$ cat src/rtl/intf_apb_pkg.sv
// Shared types and constants for the SPI/I2C to APB access arbiter.
// The select decode lives here so the bench and the RTL agree on the slave map.
package intf_apb_pkg;

    localparam int ADDR_W  = 8;
    localparam int DATA_W  = 16;
    localparam int NSLV    = 4;
    localparam int SEL_MSB = 7;
    localparam int SEL_LSB = 6;
    localparam int WAIT_W  = 3;

    typedef enum logic [1:0] {
        IDLE   = 2'd0,
        SETUP  = 2'd1,
        ACCESS = 2'd2
    } state_t;

    typedef enum logic {
        REQ_SPI = 1'b0,
        REQ_I2C = 1'b1
    } req_id_t;

    // Top two address bits pick one of the four peripherals.
    function automatic logic [NSLV-1:0] sel_decode(input logic [ADDR_W-1:0] addr);
        logic [NSLV-1:0] sel;
        sel = '0;
        sel[addr[SEL_MSB:SEL_LSB]] = 1'b1;
        return sel;
    endfunction

endpackage

$ cat src/rtl/intf_rr_arb2.sv
// Two-way round-robin picker; a masked requester is ignored for the current cycle.
// The pointer remembers the last grant so a tie goes to the other requester.
module intf_rr_arb2
    import intf_apb_pkg::*;
(
    input  logic    pclk,
    input  logic    prst_n,
    input  logic    req_spi,
    input  logic    req_i2c,
    input  logic    mask_spi,
    input  logic    mask_i2c,
    input  logic    take,
    output logic    gnt_vld,
    output req_id_t gnt_id
);

    req_id_t last_q;
    logic    eff_spi;
    logic    eff_i2c;

    assign eff_spi = req_spi & ~mask_spi;
    assign eff_i2c = req_i2c & ~mask_i2c;
    assign gnt_vld = eff_spi | eff_i2c;

    always_comb begin
        gnt_id = REQ_SPI;
        if (eff_spi && eff_i2c) begin
            gnt_id = (last_q == REQ_I2C) ? REQ_SPI : REQ_I2C;
        end else if (eff_i2c) begin
            gnt_id = REQ_I2C;
        end
    end

    always_ff @(posedge pclk or negedge prst_n) begin
        if (!prst_n) begin
            last_q <= REQ_I2C;
        end else if (take && gnt_vld) begin
            last_q <= gnt_id;
        end
    end

endmodule

$ cat src/rtl/intf_apb_arbiter.sv
// Shares one APB master port between the SPI and I2C slave front-ends:
// round-robin grant, SETUP/ACCESS sequencing, slave select decode and read return.
module intf_apb_arbiter
    import intf_apb_pkg::*;
#(
    parameter int UDLY     = 1,
    parameter int ACC_WAIT = 0
) (
    input  logic              pclk,
    input  logic              prst_n,
    input  logic              spi_req,
    input  logic              spi_wr,
    input  logic [ADDR_W-1:0] spi_addr,
    input  logic [DATA_W-1:0] spi_wdata,
    output logic              spi_done,
    output logic [DATA_W-1:0] spi_rdata,
    input  logic              i2c_req,
    input  logic              i2c_wr,
    input  logic [ADDR_W-1:0] i2c_addr,
    input  logic [DATA_W-1:0] i2c_wdata,
    output logic              i2c_done,
    output logic [DATA_W-1:0] i2c_rdata,
    output logic              psel0,
    output logic              psel1,
    output logic              psel2,
    output logic              psel3,
    output logic              penable,
    output logic              pwrite,
    output logic [ADDR_W-1:0] paddr,
    output logic [DATA_W-1:0] pwdata,
    input  logic [DATA_W-1:0] prdata0,
    input  logic [DATA_W-1:0] prdata1,
    input  logic [DATA_W-1:0] prdata2,
    input  logic [DATA_W-1:0] prdata3
);

    // The wait counter is only 3 bits wide and a negative delay is meaningless.
    if (ACC_WAIT < 0 || ACC_WAIT > 7 || UDLY < 0) begin : g_bad_param
        $error("intf_apb_arbiter: ACC_WAIT must be 0..7 and UDLY non-negative");
    end

    state_t            state_q, state_nxt;
    req_id_t           owner_q, owner_nxt;
    logic [WAIT_W-1:0] wait_q, wait_nxt;
    logic [NSLV-1:0]   psel_q, psel_nxt;
    logic              penable_q, penable_nxt;
    logic              pwrite_q, pwrite_nxt;
    logic [ADDR_W-1:0] paddr_q, paddr_nxt;
    logic [DATA_W-1:0] pwdata_q, pwdata_nxt;
    logic              spi_done_q, spi_done_nxt;
    logic              i2c_done_q, i2c_done_nxt;
    logic [DATA_W-1:0] spi_rdata_q, spi_rdata_nxt;
    logic [DATA_W-1:0] i2c_rdata_q, i2c_rdata_nxt;
    logic [DATA_W-1:0] prdata_sel;
    logic              gnt_vld;
    req_id_t           gnt_id;

    // A requester still showing done is masked so a late-dropped req is not re-granted.
    intf_rr_arb2 u_arb (
        .pclk     (pclk),
        .prst_n   (prst_n),
        .req_spi  (spi_req),
        .req_i2c  (i2c_req),
        .mask_spi (spi_done_q),
        .mask_i2c (i2c_done_q),
        .take     (state_q == IDLE),
        .gnt_vld  (gnt_vld),
        .gnt_id   (gnt_id)
    );

    always_comb begin
        prdata_sel = '0;
        case (paddr_q[SEL_MSB:SEL_LSB])
            2'd0: prdata_sel = prdata0;
            2'd1: prdata_sel = prdata1;
            2'd2: prdata_sel = prdata2;
            2'd3: prdata_sel = prdata3;
            default: prdata_sel = '0;
        endcase
    end

    always_comb begin
        state_nxt     = state_q;
        owner_nxt     = owner_q;
        wait_nxt      = wait_q;
        psel_nxt      = psel_q;
        penable_nxt   = penable_q;
        pwrite_nxt    = pwrite_q;
        paddr_nxt     = paddr_q;
        pwdata_nxt    = pwdata_q;
        spi_done_nxt  = 1'b0;
        i2c_done_nxt  = 1'b0;
        spi_rdata_nxt = spi_rdata_q;
        i2c_rdata_nxt = i2c_rdata_q;
        case (state_q)
            IDLE: begin
                psel_nxt    = '0;
                penable_nxt = 1'b0;
                if (gnt_vld) begin
                    owner_nxt = gnt_id;
                    if (gnt_id == REQ_SPI) begin
                        paddr_nxt  = spi_addr;
                        pwrite_nxt = spi_wr;
                        pwdata_nxt = spi_wdata;
                        psel_nxt   = sel_decode(spi_addr);
                    end else begin
                        paddr_nxt  = i2c_addr;
                        pwrite_nxt = i2c_wr;
                        pwdata_nxt = i2c_wdata;
                        psel_nxt   = sel_decode(i2c_addr);
                    end
                    state_nxt = SETUP;
                end
            end
            SETUP: begin
                penable_nxt = 1'b1;
                wait_nxt    = WAIT_W'(ACC_WAIT);
                state_nxt   = ACCESS;
            end
            ACCESS: begin
                if (wait_q != '0) begin
                    wait_nxt = wait_q - 1'b1;
                end else begin
                    if (owner_q == REQ_SPI) begin
                        spi_done_nxt = 1'b1;
                        if (!pwrite_q) spi_rdata_nxt = prdata_sel;
                    end else begin
                        i2c_done_nxt = 1'b1;
                        if (!pwrite_q) i2c_rdata_nxt = prdata_sel;
                    end
                    psel_nxt    = '0;
                    penable_nxt = 1'b0;
                    state_nxt   = IDLE;
                end
            end
            default: begin
                psel_nxt    = '0;
                penable_nxt = 1'b0;
                state_nxt   = IDLE;
            end
        endcase
    end

    always_ff @(posedge pclk or negedge prst_n) begin
        if (!prst_n) begin
            state_q     <= IDLE;
            owner_q     <= REQ_SPI;
            wait_q      <= '0;
            psel_q      <= '0;
            penable_q   <= 1'b0;
            pwrite_q    <= 1'b0;
            paddr_q     <= '0;
            pwdata_q    <= '0;
            spi_done_q  <= 1'b0;
            i2c_done_q  <= 1'b0;
            spi_rdata_q <= '0;
            i2c_rdata_q <= '0;
        end else begin
            state_q     <= state_nxt;
            owner_q     <= owner_nxt;
            wait_q      <= wait_nxt;
            psel_q      <= psel_nxt;
            penable_q   <= penable_nxt;
            pwrite_q    <= pwrite_nxt;
            paddr_q     <= paddr_nxt;
            pwdata_q    <= pwdata_nxt;
            spi_done_q  <= spi_done_nxt;
            i2c_done_q  <= i2c_done_nxt;
            spi_rdata_q <= spi_rdata_nxt;
            i2c_rdata_q <= i2c_rdata_nxt;
        end
    end

    assign psel0     = psel_q[0];
    assign psel1     = psel_q[1];
    assign psel2     = psel_q[2];
    assign psel3     = psel_q[3];
    assign penable   = penable_q;
    assign pwrite    = pwrite_q;
    assign paddr     = paddr_q;
    assign pwdata    = pwdata_q;
    assign spi_done  = spi_done_q;
    assign spi_rdata = spi_rdata_q;
    assign i2c_done  = i2c_done_q;
    assign i2c_rdata = i2c_rdata_q;

endmodule

$ cat config.mk
export PLATFORM = sky130hd
export DESIGN_NAME = intf_apb_arbiter
export DESIGN_NICKNAME = d
export VERILOG_FILES = /design/src/rtl/intf_apb_pkg.sv /design/src/rtl/intf_rr_arb2.sv /design/src/rtl/intf_apb_arbiter.sv
export SDC_FILE = /design/constraint.sdc
export NUM_CORES = 1
export LEC_CHECK = 0
export ABC_CLOCK_PERIOD_IN_PS = 3200
export CAP_MARGIN = 10
export CORE_MARGIN = 8
export CORE_UTILIZATION = 43
export DETAILED_ROUTE_END_ITERATION = 6
export PLACE_DENSITY_LB_ADDON = 0.25
export RECOVER_POWER = 50
export SYNTH_ARGS = -nofsm -noshare
export SYNTH_HDL_FRONTEND = slang
export SYNTH_SLANG_ARGS = --single-unit
$ cat constraint.sdc
create_clock -name pclk -period 3.2 [get_ports pclk]
set_input_delay 0.8 -clock pclk [delete_from_list [all_inputs] [get_ports pclk]]
set_output_delay 0.8 -clock pclk [all_outputs]
set_load 0.03 [all_outputs]
==> metrics.md <==
| Metric | Value |
|---|---|
| CTS Buf Count | `9` |
| DP Worst Slack | `0.6377 ns` |
| DIE AREA | `11210 um2` |
| ANT nets after route | `0` |
| Final WS setup | `0.6986 ns` |
| Max-Cap Viols | `1` |
| Clock Tree Buf Depth | `2` |
| Ys async rst share | `1.000` |
| Root Buffer | `clkbuf_8` |
| Largest net degree at the start of global routing | `72` |
| Worst-path fanout max | `54` |
| Status | `finished, violations left` |
| Vias post-DR | `2832` |
| Final Slew Violations | `72` |
| Residual DRC | `0` |
| Final Cell Area | `5522 um2` |
| RSZ-0062 raised after global routing | `no` |
| Aggregate global routing overflow | `0` |
| Core area | `7767 um2` |
| Failing checks | `capacitance limit, slew limit` |
| Antenna Cells | `0` |
| Layout cell share with drive strength beyond 1 | `0.1476` |
| First-pass GRT wire length | `16930 um` |
| Arr. time, crit path | `2.65 ns` |
| Syn avg cell area | `12.96 um2` |
| Cell taking the most area after synthesis | `dfrtp_1` |
| Initial Util | `0.4470` |
| Post-cts resize count | `0` |
| Synth Flop Type | `dfrtp_1` |
| Ranking of synthesized cells by area | `dfrtp_1 50%, mux4_2 10%, mux2i_1 7.5%, mux2_2 7.1%, mux2_4 4.3%` |
| Post-synth cell types | `33` |
| Fin cells | `556` |
| Drt first pass iters | `4` |
| Cts hold-fix bufs | `0` |
| Synth top area share | `0.5045` |
| Cell Area, Synth | `3472 um2` |
| Fin crit share | `0.7817` |
| Clk_skew | `0.007647 ns` |
| Std-Cell Rows | `32` |
| Post-synth EDFFs | `0` |
| Wire length per cell | `18.67 um` |
| Final hold violations | `0` |
| Power per cell area | `972.9 nW/um2` |
| CP startpoint kind | `input pin` |
| HPWL Detailed | `8130 um` |
| PortBufs | `181` |
| DP Cell Count | `540` |
| Total global-route track usage | `0.1881` |
| Pwr Total | `5.372 mW` |
| I/O pin count | `182` |
| Die H | `105.9 um` |
| Final setup violation count | `0` |
| Synth warn | `0` |
| Die width | `105.9 um` |
| Synthesized net count | `388` |
| WP data required | `3.35 ns` |
| Crit Path Class | `in2reg` |
| Crit. End Element | `register` |
| Routed WL | `10380 um` |
| Post-DP Area | `5359 um2` |
| GPL Wtd Cong | `0.8159` |
| Peak Freq | `399.8 MHz` |
| Tmin final | `2.501 ns` |
| Max-slew headroom | `-0.1761` |
| Antenna violations before repair | `0` |
| Iteration-0 DRC Markers | `105` |
| Static leakage | `2.317 nW` |
| Worst-Skew Late Latency | `0.33 ns` |
| Worst Tran Pin Value | `1.764 ns` |
| TritonCTS sink count | `71` |
| HP Class | `reg2reg` |
| CTS tree | `done` |
| #FFs+latches synth | `71` |
| Via density per instance | `5.094` |
| Nets | `569` |
| Synthesized netlist cell count | `268` |
| VDD IR max | `0.5232 mV` |
| Setup TNS | `0 ns` |
| Setup repair bufs after CTS | `0` |
| Sequential-to-total area share from yosys stat | `0.5121` |
| Clk pin slew, worst setup/hold paths | `0.07 ns` |
| Area grow syn2layout | `59.03%` |
| H-Tree Level Count | `3` |
| Vias in the first global route | `3223` |
-- path summary, 6_finish.rpt --
kind / from / endpoint / slack (ns) / cells after the start
max: spi_req / paddr[5] / 0.70 / 6
min in group asynchronous: prst_n / spi_rdata[1] / 0.92 / 1
min reg2reg: pwdata[5] / pwdata[5] / 0.48 / 2
min: pwdata[5] / pwdata[5] / 0.48 / 2
max reg2reg: wait_q[0] / spi_rdata[5] / 0.75 / 6
max in group asynchronous: prst_n / spi_rdata[15] / 1.22 / 1
-- critical path, cell delays in order --
cell	delay, ns
clkdlybuf4s50_1	0.45
nor2b_1	0.40
o21ai_4	0.09
clkbuf_2	0.53
nand2_1	0.22
o21ai_0	0.13
-- placed cells by master, fill, tap and decap left out, types with 3 or more instances in the layout --
master and n:
a21oi_1 3, nand2b_1 4, nor2_1 3, dfrtp_1 70, nor3_1 3, a32oi_1 3, buf_4 3, mux2_1 5
clkbuf_8 9, nand2_1 34, inv_1 8, mux4_2 16, mux2i_1 26, mux2_2 22, o21ai_0 31, clkdlybuf4s50_1 180
mux2_4 5
-- routing by layer --
metal  global-route usage  vias up  wire length, um
met5                    0        -                0
met4              0.06633        0              125
met3              0.08465        9             1128
met2               0.3003      136             4900
met1               0.2192     1363             4225
li1                     -     1324                -
-- through the flow --
step	hold WS [ns]	utilization
global route	0.5091	0.7109
global placement	0.4600	0.6899
floorplan	0.4466	-
detailed placement	0.4697	0.6899
CTS	0.4861	0.7173
finish	0.4794	0.7109
-- power by group --
part	switching, mW	internal (mW)	leakage, nW
sequential	0.248	1.33	0.869
combinational	1.65	1.38	1.35
clock	0.328	0.437	0.102
-- synth_stat cells (2+ instances only) --
master / count
dfrtp_1: 70
nand2_1: 34
o21ai_0: 30
mux2i_1: 26
mux2_2: 22
mux4_2: 16
mux2_4: 10
inv_1: 8
clkbuf_1: 6
a21oi_1: 4
buf_4: 4
a32oi_1: 3
buf_2: 3
nand2b_1: 3
nor2_1: 3
nor3_1: 3
and2b_1: 2
buf_6: 2
ha_1: 2
nor2b_1: 2
o21ai_1: 2
o22ai_1: 2
-- cell type report --
cell class              instances  area, um2
multi-input cells             173       1535
flip-flops and latches         71       1778
clock buffers                  10      127.6
repair buffers                186       1838
well taps                     102      127.6
inverters                       8      30.03
fillers                       606       2246
clock inverters                 6      85.08
-- state kept, by name, summed over array words and instances (netlist names) --
signal	flops
spi_done	1
state_q	2
penable	1
paddr	8
i2c_done	1
pwdata	16
u_arb.last_q	1
owner_q	1
pwrite	1
spi_rdata	16
wait_q	3
psel_q	4
i2c_rdata	16
-- cells by family (layout without fill, tap and decap cells) --
family	Yosys count	after routing	synth area share
AOI/OAI and AO/OA	44	44	0.07027
adders and majority gates	2	2	0.007206
buffers and inverters	24	210	0.04036
DFF	71	71	0.5121
muxes	74	74	0.2933
and+or+nand+nor	53	53	0.07675
No activity file was read; power rests on OpenSTA's default activity.
